<file path="src/rtl/output_handler.sv">
// Transmit-side ASCII framer: emits 'L', command, two size characters and N data
// characters (0x30 + nibble) to a byte-wide UART TX over a valid/ready handshake.
`timescale 1ns/1ps
module output_handler #(
  parameter int         BUFFER_WIDTH = 256,
  parameter logic [7:0] CHAR_L       = 8'h4C,
  parameter logic [7:0] CHAR_0       = 8'h30
) (
  input  logic                    clk,
  input  logic                    rst,
  input  logic                    start,
  input  logic [3:0]              command,
  input  logic [7:0]              data_count,
  input  logic [BUFFER_WIDTH-1:0] buffer,
  output logic [7:0]              tx_byte,
  output logic                    tx_valid,
  input  logic                    tx_ready,
  output logic                    busy,
  output logic                    done,
  output logic                    error,
  output logic [2:0]              state_dbg
);

  localparam int NIBBLES = BUFFER_WIDTH / 4;
  localparam int CW      = $clog2(NIBBLES + 1);
  localparam int IW      = $clog2(NIBBLES);

  typedef enum logic [2:0] {
    IDLE         = 3'd0,
    SEND_ID      = 3'd1,
    SEND_CMD     = 3'd2,
    SEND_SIZE_HI = 3'd3,
    SEND_SIZE_LO = 3'd4,
    SEND_DATA    = 3'd5,
    DONE         = 3'd6
  } state_t;

  state_t                  state_q, state_d;
  logic [CW-1:0]           r_left_q, r_left_d;
  logic [3:0]              cmd_q;
  logic [7:0]              cnt_q;
  logic [BUFFER_WIDTH-1:0] buf_q;
  logic                    load;
  logic                    error_d;
  logic                    send_d;
  logic                    hs;
  logic [IW-1:0]           data_idx;
  logic [3:0]              nib;
  logic [7:0]              byte_d;

  // Handshake: a byte transfers on any edge where tx_valid and tx_ready are both high.
  // tx_valid/tx_byte are registered and held unchanged until that transfer happens.
  assign hs        = tx_valid & tx_ready;
  assign state_dbg = state_q;

  always_comb begin
    state_d  = state_q;
    r_left_d = r_left_q;
    load     = 1'b0;
    error_d  = 1'b0;
    case (state_q)
      IDLE: begin
        if (start) begin
          if (int'(data_count) <= NIBBLES) begin
            load     = 1'b1;
            r_left_d = CW'(data_count);
            state_d  = SEND_ID;
          end else begin
            error_d = 1'b1;
          end
        end
      end
      SEND_ID:      if (hs) state_d = SEND_CMD;
      SEND_CMD:     if (hs) state_d = SEND_SIZE_HI;
      SEND_SIZE_HI: if (hs) state_d = SEND_SIZE_LO;
      SEND_SIZE_LO: if (hs) state_d = (r_left_q != '0) ? SEND_DATA : DONE;
      SEND_DATA: begin
        if (hs) begin
          r_left_d = r_left_q - CW'(1);
          if (r_left_q == CW'(1)) state_d = DONE;
        end
      end
      DONE:    state_d = IDLE;
      default: state_d = IDLE;
    endcase
  end

  // The outgoing byte is chosen from the state being entered, so it is ready the
  // cycle after the handshake; data goes out most-significant used nibble first.
  always_comb begin
    data_idx = IW'(r_left_d - CW'(1));
    nib      = buf_q[data_idx*4 +: 4];
    send_d   = (state_d != IDLE) && (state_d != DONE);
    byte_d   = 8'h00;
    case (state_d)
      SEND_ID:      byte_d = CHAR_L;
      SEND_CMD:     byte_d = CHAR_0 + {4'h0, cmd_q};
      SEND_SIZE_HI: byte_d = CHAR_0 + {4'h0, cnt_q[7:4]};
      SEND_SIZE_LO: byte_d = CHAR_0 + {4'h0, cnt_q[3:0]};
      SEND_DATA:    byte_d = CHAR_0 + {4'h0, nib};
      default:      byte_d = 8'h00;
    endcase
  end

  always_ff @(posedge clk) begin
    if (rst) begin
      state_q  <= IDLE;
      r_left_q <= '0;
      cmd_q    <= '0;
      cnt_q    <= '0;
      buf_q    <= '0;
      tx_byte  <= '0;
      tx_valid <= 1'b0;
      busy     <= 1'b0;
      done     <= 1'b0;
      error    <= 1'b0;
    end else begin
      state_q  <= state_d;
      r_left_q <= r_left_d;
      if (load) begin
        cmd_q <= command;
        cnt_q <= data_count;
        buf_q <= buffer;
      end
      tx_byte  <= byte_d;
      tx_valid <= send_d;
      busy     <= send_d;
      done     <= (state_d == DONE);
      error    <= error_d;
    end
  end

endmodule

</file>
<file path="config.mk">
export PLATFORM = sky130hd
export DESIGN_NAME = output_handler
export DESIGN_NICKNAME = d
export VERILOG_FILES = /design/src/rtl/output_handler.sv
export SDC_FILE = /design/constraint.sdc
export NUM_CORES = 1
export LEC_CHECK = 0
export ABC_AREA = 1
export BUFFER_PORTS_ARGS = -buffer_cell sky130_fd_sc_hd__buf_2
export CAP_MARGIN = 5
export CORE_MARGIN = 1.5
export CORE_UTILIZATION = 45
export CTS_BUF_LIST = sky130_fd_sc_hd__clkbuf_16
export CTS_CLUSTER_DIAMETER = 50
export DETAILED_ROUTE_END_ITERATION = 8
export GPL_TIMING_DRIVEN = 0
export PLACE_DENSITY_LB_ADDON = 0.15
export SYNTH_ARGS = -nofsm -noshare
export SYNTH_HDL_FRONTEND = slang
export SYNTH_SLANG_ARGS = --single-unit
</file>
<file path="constraint.sdc">
create_clock -name clk -period 3.05 [get_ports clk]
set_input_delay 0.61 -clock clk [delete_from_list [all_inputs] [get_ports clk]]
set_output_delay 0.61 -clock clk [all_outputs]
set_load 0.01 [all_outputs]
</file>
==> impl_metrics.tcl, run 1 <==
set metrics [dict create \
    rr_worst_depth 18 \
    num_antenna_cells 0 \
    comb_power_share_pct 17.8 \
    drt_wl_total_mm 49.38 \
    final_cell_mix "nor2_1 (422), nand3_1 (340), buf_2 (307), dfxtp_1 (285), o21ai_0 (268)" \
    critPathMaxFanout 10 \
    final_common_cell "nor2_1" \
    antenna_found_initial 0 \
    relSlewSlack_pct 23.93 \
    fin_nets 2516 \
    wl_per_cell_um 18.65 \
    slew_violations 0 \
    final.min_clock_period_ns 2.869 \
    synth_seq_cells 287 \
    clock-sinks 287 \
    die_w_um 173.8 \
    r2r-end "tx_byte[2]" \
    stdcell_count 2648 \
    tightest_slew_ns 1.141 \
    syn_area_per_cell_um2 6.842 \
    synthCells 1918 \
    vias_per_cell 5.435 \
    core_um2 28700 \
    drt-initial-drc-count 1482 \
    synth_warnings 0 \
    ir_drop_uv 314.0 \
    p_switching_mw 2.843 \
    tritoncts "yes" \
    dr.pass1.iters 5 \
    vias 14392 \
    finClkSkew_ns 0.02269 \
    rrSetupSlack_ns 0.18 \
    synth_fp_nets 2193 \
    clkLatencyLatePin_ns 0.52 \
    path_class "reg -> reg" \
    portBuffers 284 \
    finalPower_mw 9.713 \
    p_leak_nw 6.908 \
    cp-start-kind "flop" \
    critPathRequiredTime_ns 3.41 \
    worstSetupEndpointType "flop" \
    min_path_type "in -> reg" \
    die_h_um 173.8 \
    synthDistinctLibCells 38 \
    clock_path_buffers 3 \
    dieArea_um2 30190 \
    start_util_pct 45.72 \
    numCtsBuffers 35 \
    seqPwrFrac_pct 41.7 \
    place_inst 2586 \
    postCtsHoldBufs 0 \
    grt-ovfl-total 0 \
    io_pins 287 \
    root_buffer "clkbuf_16" \
    syn_area_um2 13120 \
    grt_max_degree 14 \
    drv_cap 0 \
    grt_usage_pct 31.81 \
    core.rowCount 62 \
    detail-route-antenna-nets 0 \
    htree_num_levels 2 \
    pwr_density_cell_nw_per_um2 590.9 \
    crit_arrival_ns 3.23 \
    clkTransAtPathRegs_ns 0.05 \
    p_sw_share_pct 29.27 \
    whs_path_depth 3 \
    syn_to_final_growth_pct 25.26 \
    seq_area_frac_synth_pct 43.78 \
    worst_hold_startpoint "buffer[100]" \
    period_share_pct 94.07 \
    p_int_mw 6.870 \
    dp_hpwl_mm 36.07 \
    route.detailed.drc 0 \
    grt_pass1_vias 13308 \
    routabilityCongestion 0.9471 \
    hold-path-endpoint "buf_q[100]" \
    rsz0062_at_grt "false" \
    outcome "completed" \
    finalHoldViolCount 0 \
    grt_pass1_wl_mm 73.91 \
    layout-drive-gt1-share_pct 20.10 \
    reg2reg_from "state_dbg[2]" \
    fmax_mhz 348.5 \
    final-setup-viol-count 0 \
    clkPwrFrac_pct 40.5 \
]
power by group through the flow:
stage | logic, mW | registers [mW] | clock network, mW
2_1_floorplan | 0.955 | 4.11 | 0
3_3_place_gp | 1.55 | 4.13 | 0
3_5_place_dp | 1.57 | 4.13 | 0
4_1_cts | 1.65 | 4.05 | 3.94
5_1_grt | 1.86 | 4.07 | 4.10
6_report | 1.73 | 4.05 | 3.93
metrics by stage:
stage | instance area [um^2] | hold slack, ns | setup WS (ns) | setup TNS [ns] | util (%)
after global placement | 15030 | 0.4390 | -1.431 | -5.306 | 52.37
after CTS | 16320 | 0.3382 | 0.03882 | 0 | 56.87
after detailed placement | 15030 | 0.4454 | -1.433 | -5.297 | 52.37
final | 16440 | 0.3411 | 0.1808 | 0 | 57.27
after floorplan | 13130 | 0.4185 | 0.01287 | 0 | -
after global routing | 16440 | 0.3465 | 0.05765 | 0 | 57.27
timing repair:
| item | 4_1_cts | 5_1_grt |
|---|---|---|
| setup buffers | 1 | 2 |
| endpoints found under the setup margin | 4 | 4 |
| pin swaps | 2 | 5 |
| gates resized for setup | 58 | 28 |
critical path: stages (launching register included):
cell and delay, ns:
dfxtp_4 0.37, inv_2 0.06, nor2_2 0.12, nand2_2 0.11
nor2_4 0.13, inv_2 0.08, or2_0 0.22, nand3_2 0.10
inv_1 0.09, ha_4 0.27, inv_4 0.17, buf_8 0.20
nand3_1 0.16, nand3_2 0.12, nand3_2 0.08, nand3_1 0.11
nand3_1 0.13, nand3_2 0.13, a21oi_2 0.07
area by class of cell:
type                       instances  area [um^2]
fill                            2892        12270
sequential                       287         5751
multi-input combinational       1375         6404
timing repair buffer             287         1444
buffer                           151        877.1
inverter                         104        407.9
tap                              384        480.5
clock buffer                      37        925.9
clock inverter                    23        147.6
registers in the layout (all words and copies together) (netlist names):
name / count
cmd_q: 4
buf_q: 256
busy: 1
tx_byte: 6
done: 1
error: 1
r_left_q: 7
cnt_q: 8
state_dbg: 3
kinds of logic (layout without fill, tap and decap cells):
logic type / count (synthesis) / in the layout / synth area share (%)
xor gates and xnor gates: 3 / 3 / 0.4005
AOI/OAI and AO/OA: 360 / 360 / 14.01
and+or+nand+nor: 1008 / 1008 / 33.25
other: 1 / 1 / 0.02858
adders and majority gates: 3 / 3 / 0.2861
DFF: 287 / 287 / 43.78
buffers and inverters: 256 / 602 / 8.247
synth_stat cells:
cell type	instances	area (um^2)
buf_1	10	37.54
nand2_4	2	22.52
nand3_2	6	60.06
nor2_2	4	25.02
inv_2	12	45.04
conb_1	1	3.750
nand2_2	5	31.28
inv_1	90	337.8
a32o_1	1	10.01
nand3_1	354	1772
o21ai_0	268	1341
nand3b_1	6	45.04
o21ai_2	1	8.760
clkinv_2	1	5.000
clkinv_1	1	3.750
nor3_1	7	35.03
or2_0	1	6.260
buf_4	16	120.1
xor2_4	1	27.53
a31oi_1	4	25.02
o211ai_1	3	22.52
nand2_1	194	728.2
xor2_2	1	16.27
a31oi_2	1	12.51
buf_6	3	33.78
ha_1	3	37.54
nor4_1	2	12.51
clkbuf_1	93	349.1
nor2_4	2	22.52
or2_2	1	6.260
o211a_1	1	10.01
nor2_1	422	1584
o31ai_1	1	7.510
nand4_1	2	12.51
xor2_1	1	8.760
a21oi_1	80	400.4
buf_2	30	150.1
dfxtp_1	287	5746
metal layers:
layer | share of wire, % | up-vias | global-route usage [%]
li1 | - | 6967 | -
met1 | 42 | 6533 | 41.96
met2 | 44 | 763 | 51.45
met3 | 9.8 | 129 | 5.811
met4 | 4.0 | 0 | 12.75
met5 | 0 | - | 0
worst max path at each step:
| stage | from | end | cells after the start |
|---|---|---|---|
| 6_report | state_dbg[2] | tx_byte[2] | 18 |
| 5_1_grt | state_dbg[2] | tx_byte[0] | 18 |
| 4_1_cts | state_dbg[0] | tx_byte[2] | 19 |
| 3_5_place_dp | data_count[7] | tx_byte[2] | 19 |
| 3_3_place_gp | data_count[0] | tx_byte[2] | 20 |
| 2_1_floorplan | data_count[7] | tx_byte[3] | 19 |
Power figures use the tool's default switching activity.
==> inputs of run 2 (changes only) <==
--- a/config.mk
+++ b/config.mk
@@ -7,13 +7,13 @@
 export LEC_CHECK = 0
 export ABC_AREA = 1
 export BUFFER_PORTS_ARGS = -buffer_cell sky130_fd_sc_hd__buf_2
-export CAP_MARGIN = 5
 export CORE_MARGIN = 1.5
 export CORE_UTILIZATION = 45
 export CTS_BUF_LIST = sky130_fd_sc_hd__clkbuf_16
 export CTS_CLUSTER_DIAMETER = 50
 export DETAILED_ROUTE_END_ITERATION = 8
 export GPL_TIMING_DRIVEN = 0
+export MAX_ROUTING_LAYER = met4
 export PLACE_DENSITY_LB_ADDON = 0.15
 export SYNTH_ARGS = -nofsm -noshare
 export SYNTH_HDL_FRONTEND = slang
==> constraint.sdc (replaced) <==
create_clock -name clk -period 3.05 [get_ports clk]
set_input_delay 0.305 -clock clk [delete_from_list [all_inputs] [get_ports clk]]
set_output_delay 0.305 -clock clk [all_outputs]
set_load 0.01 [all_outputs]
==> run 2 against run 1 <==
Fmax fell by 3.6%. Sequential power about the same. Power rose by 2.7%. Critical endpoint unchanged. Register-to-register slack worse by 0.11 ns. First-iteration DRC count grew 16%. Utilization is 0.47 points higher. Clock skew down 0.012 ns. Cell area increased by 0.81%. Highest routed layer unchanged. Non-clock buffer count increased by 6. Via count grew 0.55%. Critical path depth rose by 1.
==> impl_metrics.tcl, run 2 (synthesis gave the netlist of run 1 again) <==
set metrics [dict create \
    relSlewSlack_pct 29.49 \
    p_switching_mw 2.837 \
    dp_hpwl_mm 36.31 \
    rsz0062_at_grt "false" \
    clkPwrFrac_pct 42.0 \
    route.detailed.drc 0 \
    critPathMaxFanout 19 \
    layout-drive-gt1-share_pct 20.36 \
    p_leak_nw 7.000 \
    grt_usage_pct 32.96 \
    grt_max_degree 13 \
    clock_path_buffers 3 \
    vias 14471 \
    root_buffer "clkbuf_16" \
    crit_path_top_delay_cell "dfxtp_4" \
    top_register "buf_q" \
    critPathRequiredTime_ns 3.42 \
    clkLatencyLatePin_ns 0.51 \
    top_regs "buf_q x256, cnt_q x8, r_left_q x7" \
    finalHoldViolCount 0 \
    fmax_mhz 335.8 \
    die_h_um 173.8 \
    fillers 2931 \
    numCtsBuffers 36 \
    final.min_clock_period_ns 2.978 \
    core.rowCount 62 \
    portBuffers 284 \
    path_cells "inv_2 > nor2_2 > nand2_2 > nor2_4 > nand2_1 > nand2_2 > inv_2 > nand2_4 > clkinv_8 > ha_4 > inv_6 > buf_8 > nand3_1 > nand3_1 > nand3_1 > nand3_1 > nand3_1 > nand3_2 > a21oi_1" \
    final_cell_mix "nor2_1 (422), nand3_1 (342), buf_2 (307), dfxtp_1 (285), o21ai_0 (268)" \
    tritoncts "yes" \
    p_int_mw 7.137 \
    comb_power_share_pct 17.4 \
    clkTransAtPathRegs_ns 0.06 \
    stdcell_count 2658 \
    final-setup-viol-count 0 \
    vias_per_cell 5.444 \
    seqPwrFrac_pct 40.7 \
    syn_to_final_growth_pct 26.28 \
    die_w_um 173.8 \
    worstSetupEndpointType "flop" \
    fin_nets 2523 \
    largest_register_ffs 256 \
    slowest_delay_ns 0.38 \
    cp-start-kind "flop" \
    finClkSkew_ns 0.01033 \
    drv_cap 0 \
    clock-sinks 287 \
    slew_violations 0 \
    num_antenna_cells 0 \
    core_um2 28700 \
    tightest_slew_ns 1.058 \
    period_share_pct 97.63 \
    pwr_density_cell_nw_per_um2 601.9 \
    grt_pass1_wl_mm 74.29 \
    dieArea_um2 30190 \
    cpMostUsedCell "nand3_1" \
    final_util_pct 57.73 \
    timing.hold.ws_ns 0.04194 \
    drt-initial-drc-count 1714 \
    min_path_type "in -> reg" \
    htree_num_levels 2 \
    antenna_found_initial 0 \
    wl_per_cell_um 18.66 \
    detail-route-antenna-nets 0 \
    routabilityCongestion 0.9295 \
    outcome "completed" \
    drt_wl_total_mm 49.61 \
    path_class "reg -> reg" \
    crit_arrival_ns 3.35 \
    rrSetupSlack_ns 0.07 \
    p_sw_share_pct 28.44 \
    ir_drop_uv 382.8 \
    dr.pass1.iters 6 \
    place_inst 2586 \
    start_util_pct 45.72 \
    final_common_cell "nor2_1" \
    io_pins 287 \
    grt-ovfl-total 0 \
    grt_pass1_vias 13410 \
]
## run 2: cell types whose count changed in the layout (fill, tap and decap cells not counted), moves of 3 or more
cell | previous run | this run
clkinvlp_4 | 5 | 2
clkinv_2 | 3 | 6
inv_6 | 0 | 3
bufinv_16 | 1 | 4
buf_4 | 21 | 28
buf_8 | 6 | 3
clkinv_1 | 9 | 6
inv_1 | 93 | 97
## run 2: per-stage QoR
step | power, mW | worst slack, ns | area [um^2] | setup TNS (ns)
5_1_grt | 10.32 | 0.04164 | 16570 | 0
2_1_floorplan | 5.058 | 0.1715 | 13120 | 0
3_3_place_gp | 5.680 | -1.308 | 15020 | -5.103
3_5_place_dp | 5.699 | -1.333 | 15020 | -5.175
4_1_cts | 9.898 | 0.005956 | 16400 | 0
6_report | 9.975 | 0.07238 | 16570 | 0
## run 2: final timing paths
path | from | to | depth (start not counted)
setup reg to reg | state_dbg[2] | tx_byte[2] | 19
setup / recovery | state_dbg[2] | tx_byte[2] | 19
hold reg to reg | buf_q[63] | buf_q[63] | 2
hold / removal | buffer[102] | buf_q[102] | 3
## run 2: layout make-up
| cell class | count | area (um^2) | area share (%) |
|---|---|---|---|
| buffer | 151 | 860.8 | 5.195 |
| clock buffer | 37 | 925.9 | 5.587 |
| clock inverter | 27 | 231.5 | 1.397 |
| inverter | 104 | 412.9 | 2.492 |
| multi-input combinational | 1375 | 6396 | 38.60 |
| sequential | 287 | 5753 | 34.72 |
| tap | 384 | 480.5 | 2.899 |
| timing repair buffer | 293 | 1510 | 9.114 |
## run 2: layer usage
| metal | track usage (%) | routed length, um | up-vias |
|---|---|---|---|
| li1 | - | - | 7000 |
| met3 | 5.965 | 4898 | 142 |
| met5 | - | 0 | - |
| met4 | 13.69 | 2258 | 0 |
| met2 | 51.22 | 21630 | 752 |
| met1 | 42.20 | 20820 | 6577 |
## run 2: what timing repair did
item                                    4_1_cts  5_1_grt
hold buffers                                  0        0
gates cloned                                  0        2
setup buffers                                 0        7
resized for setup                            65       25
pin swaps                                     1        9
endpoints found under the setup margin        4        4
## run 2: worst max-delay path, delay by kind of cell (launching register included)
family | cells | cell delay (ns)
adder cells (fa/ha/maj) | 1 | 0.31
buffers and inverters | 5 | 0.58
AND/OR/NAND/NOR | 12 | 1.49
AO/OA/AOI/OAI | 1 | 0.08
flip-flops | 1 | 0.38
## run 2: power by group through the flow
stage          clock, mW  combinational (mW)  sequential [mW]
3_5_place_dp           0                1.56             4.14
4_1_cts             4.20                1.64             4.06
2_1_floorplan          0               0.952             4.11
6_report            4.18                1.73             4.06
3_3_place_gp           0                1.55             4.13
5_1_grt             4.36                1.88             4.08
==> inputs of run 3 (changes only) <==
--- a/config.mk
+++ b/config.mk
@@ -14,7 +14,7 @@
 export DETAILED_ROUTE_END_ITERATION = 8
 export GPL_TIMING_DRIVEN = 0
 export MAX_ROUTING_LAYER = met4
-export PLACE_DENSITY_LB_ADDON = 0.15
+export PLACE_DENSITY = 0.69
 export SYNTH_ARGS = -nofsm -noshare
 export SYNTH_HDL_FRONTEND = slang
 export SYNTH_SLANG_ARGS = --single-unit
==> run 3 against run 2 <==
Cell area is 0.75% lower. Clock skew about the same. Clock power hardly changed. Setup slack improved by 0.0066 ns. Combinational power shrank 2%. Sequential cell count stayed put. Hold slack lost 0.0068 ns. Fmax is 0.22% higher. Largest cell class unchanged. Largest power group unchanged. Routed wire length fell by 0.83%. Cell count decreased by 0.15%. Die area stayed put. Critical path type unchanged. Power fell by 0.16%.
==> impl_metrics.tcl, run 3 (synthesis gave the netlist of run 1 again) <==
set metrics [dict create \
    num_antenna_cells 0 \
    dieArea_um2 30190 \
    area.sequential_um2 5751 \
    ir_drop_uv 352.3 \
    final-setup-viol-count 0 \
    placed_cell_area_um2 15020 \
    largest_register_ffs 256 \
    tritoncts "yes" \
    crit_path_top_delay_cell "dfxtp_2" \
    die_h_um 173.8 \
    clkLatencyLatePin_ns 0.52 \
    grt-ovfl-total 0 \
    min_path_type "in -> reg" \
    grt_pass1_vias 13337 \
    multiInputGateArea_um2 6341 \
    route.detailed.drc 0 \
    core_um2 28700 \
    grt_usage_pct 32.37 \
    cpMostUsedCell "nand3_1" \
    path_class "reg -> reg" \
    drv_cap 0 \
    drt_wl_total_mm 49.19 \
    grt_max_degree 20 \
    io_pins 287 \
    dp_hpwl_mm 36.15 \
    die_w_um 173.8 \
    wl_met1_mm 20.28 \
    slowest_delay_ns 0.38 \
    wl_met3_mm 4.970 \
    critPathRequiredTime_ns 3.43 \
    period_share_pct 97.41 \
    core.rowCount 62 \
    wl_per_cell_um 18.54 \
    drt-initial-drc-count 1628 \
    wl_met2_mm 21.78 \
    top_layer "met4" \
    final_util_pct 57.30 \
    tightest_slew_ns 1.093 \
    detail-route-antenna-nets 0 \
    top_register "buf_q" \
    final_cell_area_um2 16450 \
    relSlewSlack_pct 27.17 \
    timing.hold.ws_ns 0.03518 \
    finalHoldViolCount 0 \
    root_buffer "clkbuf_16" \
    postCtsHoldBufs 0 \
    final_common_cell "nor2_1" \
    top_regs "buf_q x256, cnt_q x8, r_left_q x7" \
    routabilityCongestion 0.9803 \
    clock-sinks 287 \
    fmax_mhz 336.6 \
    finClkSkew_ns 0.01018 \
    antenna_found_initial 0 \
    portBuffers 284 \
    htree_num_levels 2 \
    fillers 2894 \
    p_leak_nw 6.942 \
    dr.pass1.iters 8 \
    fin_nets 2519 \
    grt_pass1_wl_mm 73.19 \
    numCtsBuffers 35 \
    final_cell_mix "nor2_1 (422), nand3_1 (349), buf_2 (307), dfxtp_1 (285), o21ai_0 (268)" \
    clock_path_buffers 3 \
    layout-drive-gt1-share_pct 19.87 \
    vias_per_cell 5.479 \
    slew_violations 0 \
    outcome "completed" \
    cp-start-kind "flop" \
    finalPower_mw 9.959 \
    worstSetupEndpointType "flop" \
    vias 14540 \
    final.min_clock_period_ns 2.971 \
    syn_to_final_growth_pct 25.32 \
    critPathMaxFanout 10 \
    pwr_density_cell_nw_per_um2 605.6 \
    crit_arrival_ns 3.35 \
    clkTransAtPathRegs_ns 0.06 \
    path_cells "inv_4 > nand3_2 > nor2_4 > nand3_2 > nand2_1 > inv_2 > nand2_4 > clkinv_8 > ha_4 > buf_8 > buf_8 > nand3_1 > nand3_1 > nand3_1 > nand3_1 > nand3_1 > nand3_2 > a21oi_1" \
    start_util_pct 45.72 \
]
## run 3: cell types whose count changed in the layout (fill, tap and decap cells not counted), moves of 3 or more
cell	change
nand3_2	-6
buf_4	-3
inv_1	-5
clkbuf_8	+3
clkbuf_16	-3
nand3_1	+7
## run 3: power by group
group / leakage [nW] / total, mW / internal (mW) / switching [mW]
Combinational: 4.02 / 1.69 / 0.621 / 1.07
Sequential: 2.35 / 4.06 / 3.96 / 0.103
Clock: 0.577 / 4.21 / 2.54 / 1.66
Total: 6.94 / 9.96 / 7.12 / 2.84
## run 3: area by class of cell
type	count	area share, %
multi-input cells	1375	38.56
flip-flops and latches	287	34.97
repair buffers	290	8.917
clock buffers	37	5.630
plain buffers	151	5.075
well taps	384	2.921
inverters	104	2.495
clock inverters	26	1.438
## run 3: what timing repair did
action	CTS	global route
resized for setup	48	23
pin swaps	0	2
endpoints found under the setup margin	4	4
setup buffers	0	6
## run 3: layer usage
layer  up-vias  track usage, %
met2       786           49.93
met5         -               -
met3       153           5.351
li1       6977               -
met1      6624           41.77
met4         0           14.26
## run 3: worst max-delay path, delay by kind of cell, from the launching register on
| family | cells | cell delay [ns] |
|---|---|---|
| adder cells (fa/ha/maj) | 1 | 0.31 |
| buffers and inverters | 5 | 0.58 |
| flip-flops | 1 | 0.38 |
| AO/OA/AOI/OAI | 1 | 0.09 |
| AND/OR/NAND/NOR | 11 | 1.45 |
## run 3: final timing paths
check | startpoint | to | slack [ns] | cells past startpoint
max reg2reg | state_dbg[0] | tx_byte[0] | 0.08 | 18
min reg2reg | buf_q[211] | buf_q[211] | 0.46 | 2
max | state_dbg[0] | tx_byte[0] | 0.08 | 18
min | buffer[8] | buf_q[8] | 0.04 | 3
## run 3: metrics by stage
stage | setup TNS (ns) | setup WS [ns] | instances
final | 0 | 0.07900 | 2654
after global routing | -0.002218 | -0.002218 | 2654
after CTS | 0 | 0.002072 | 2648
after detailed placement | -4.798 | -1.242 | 2586
after global placement | -4.891 | -1.261 | 2586
after floorplan | 0 | 0.1715 | 1918
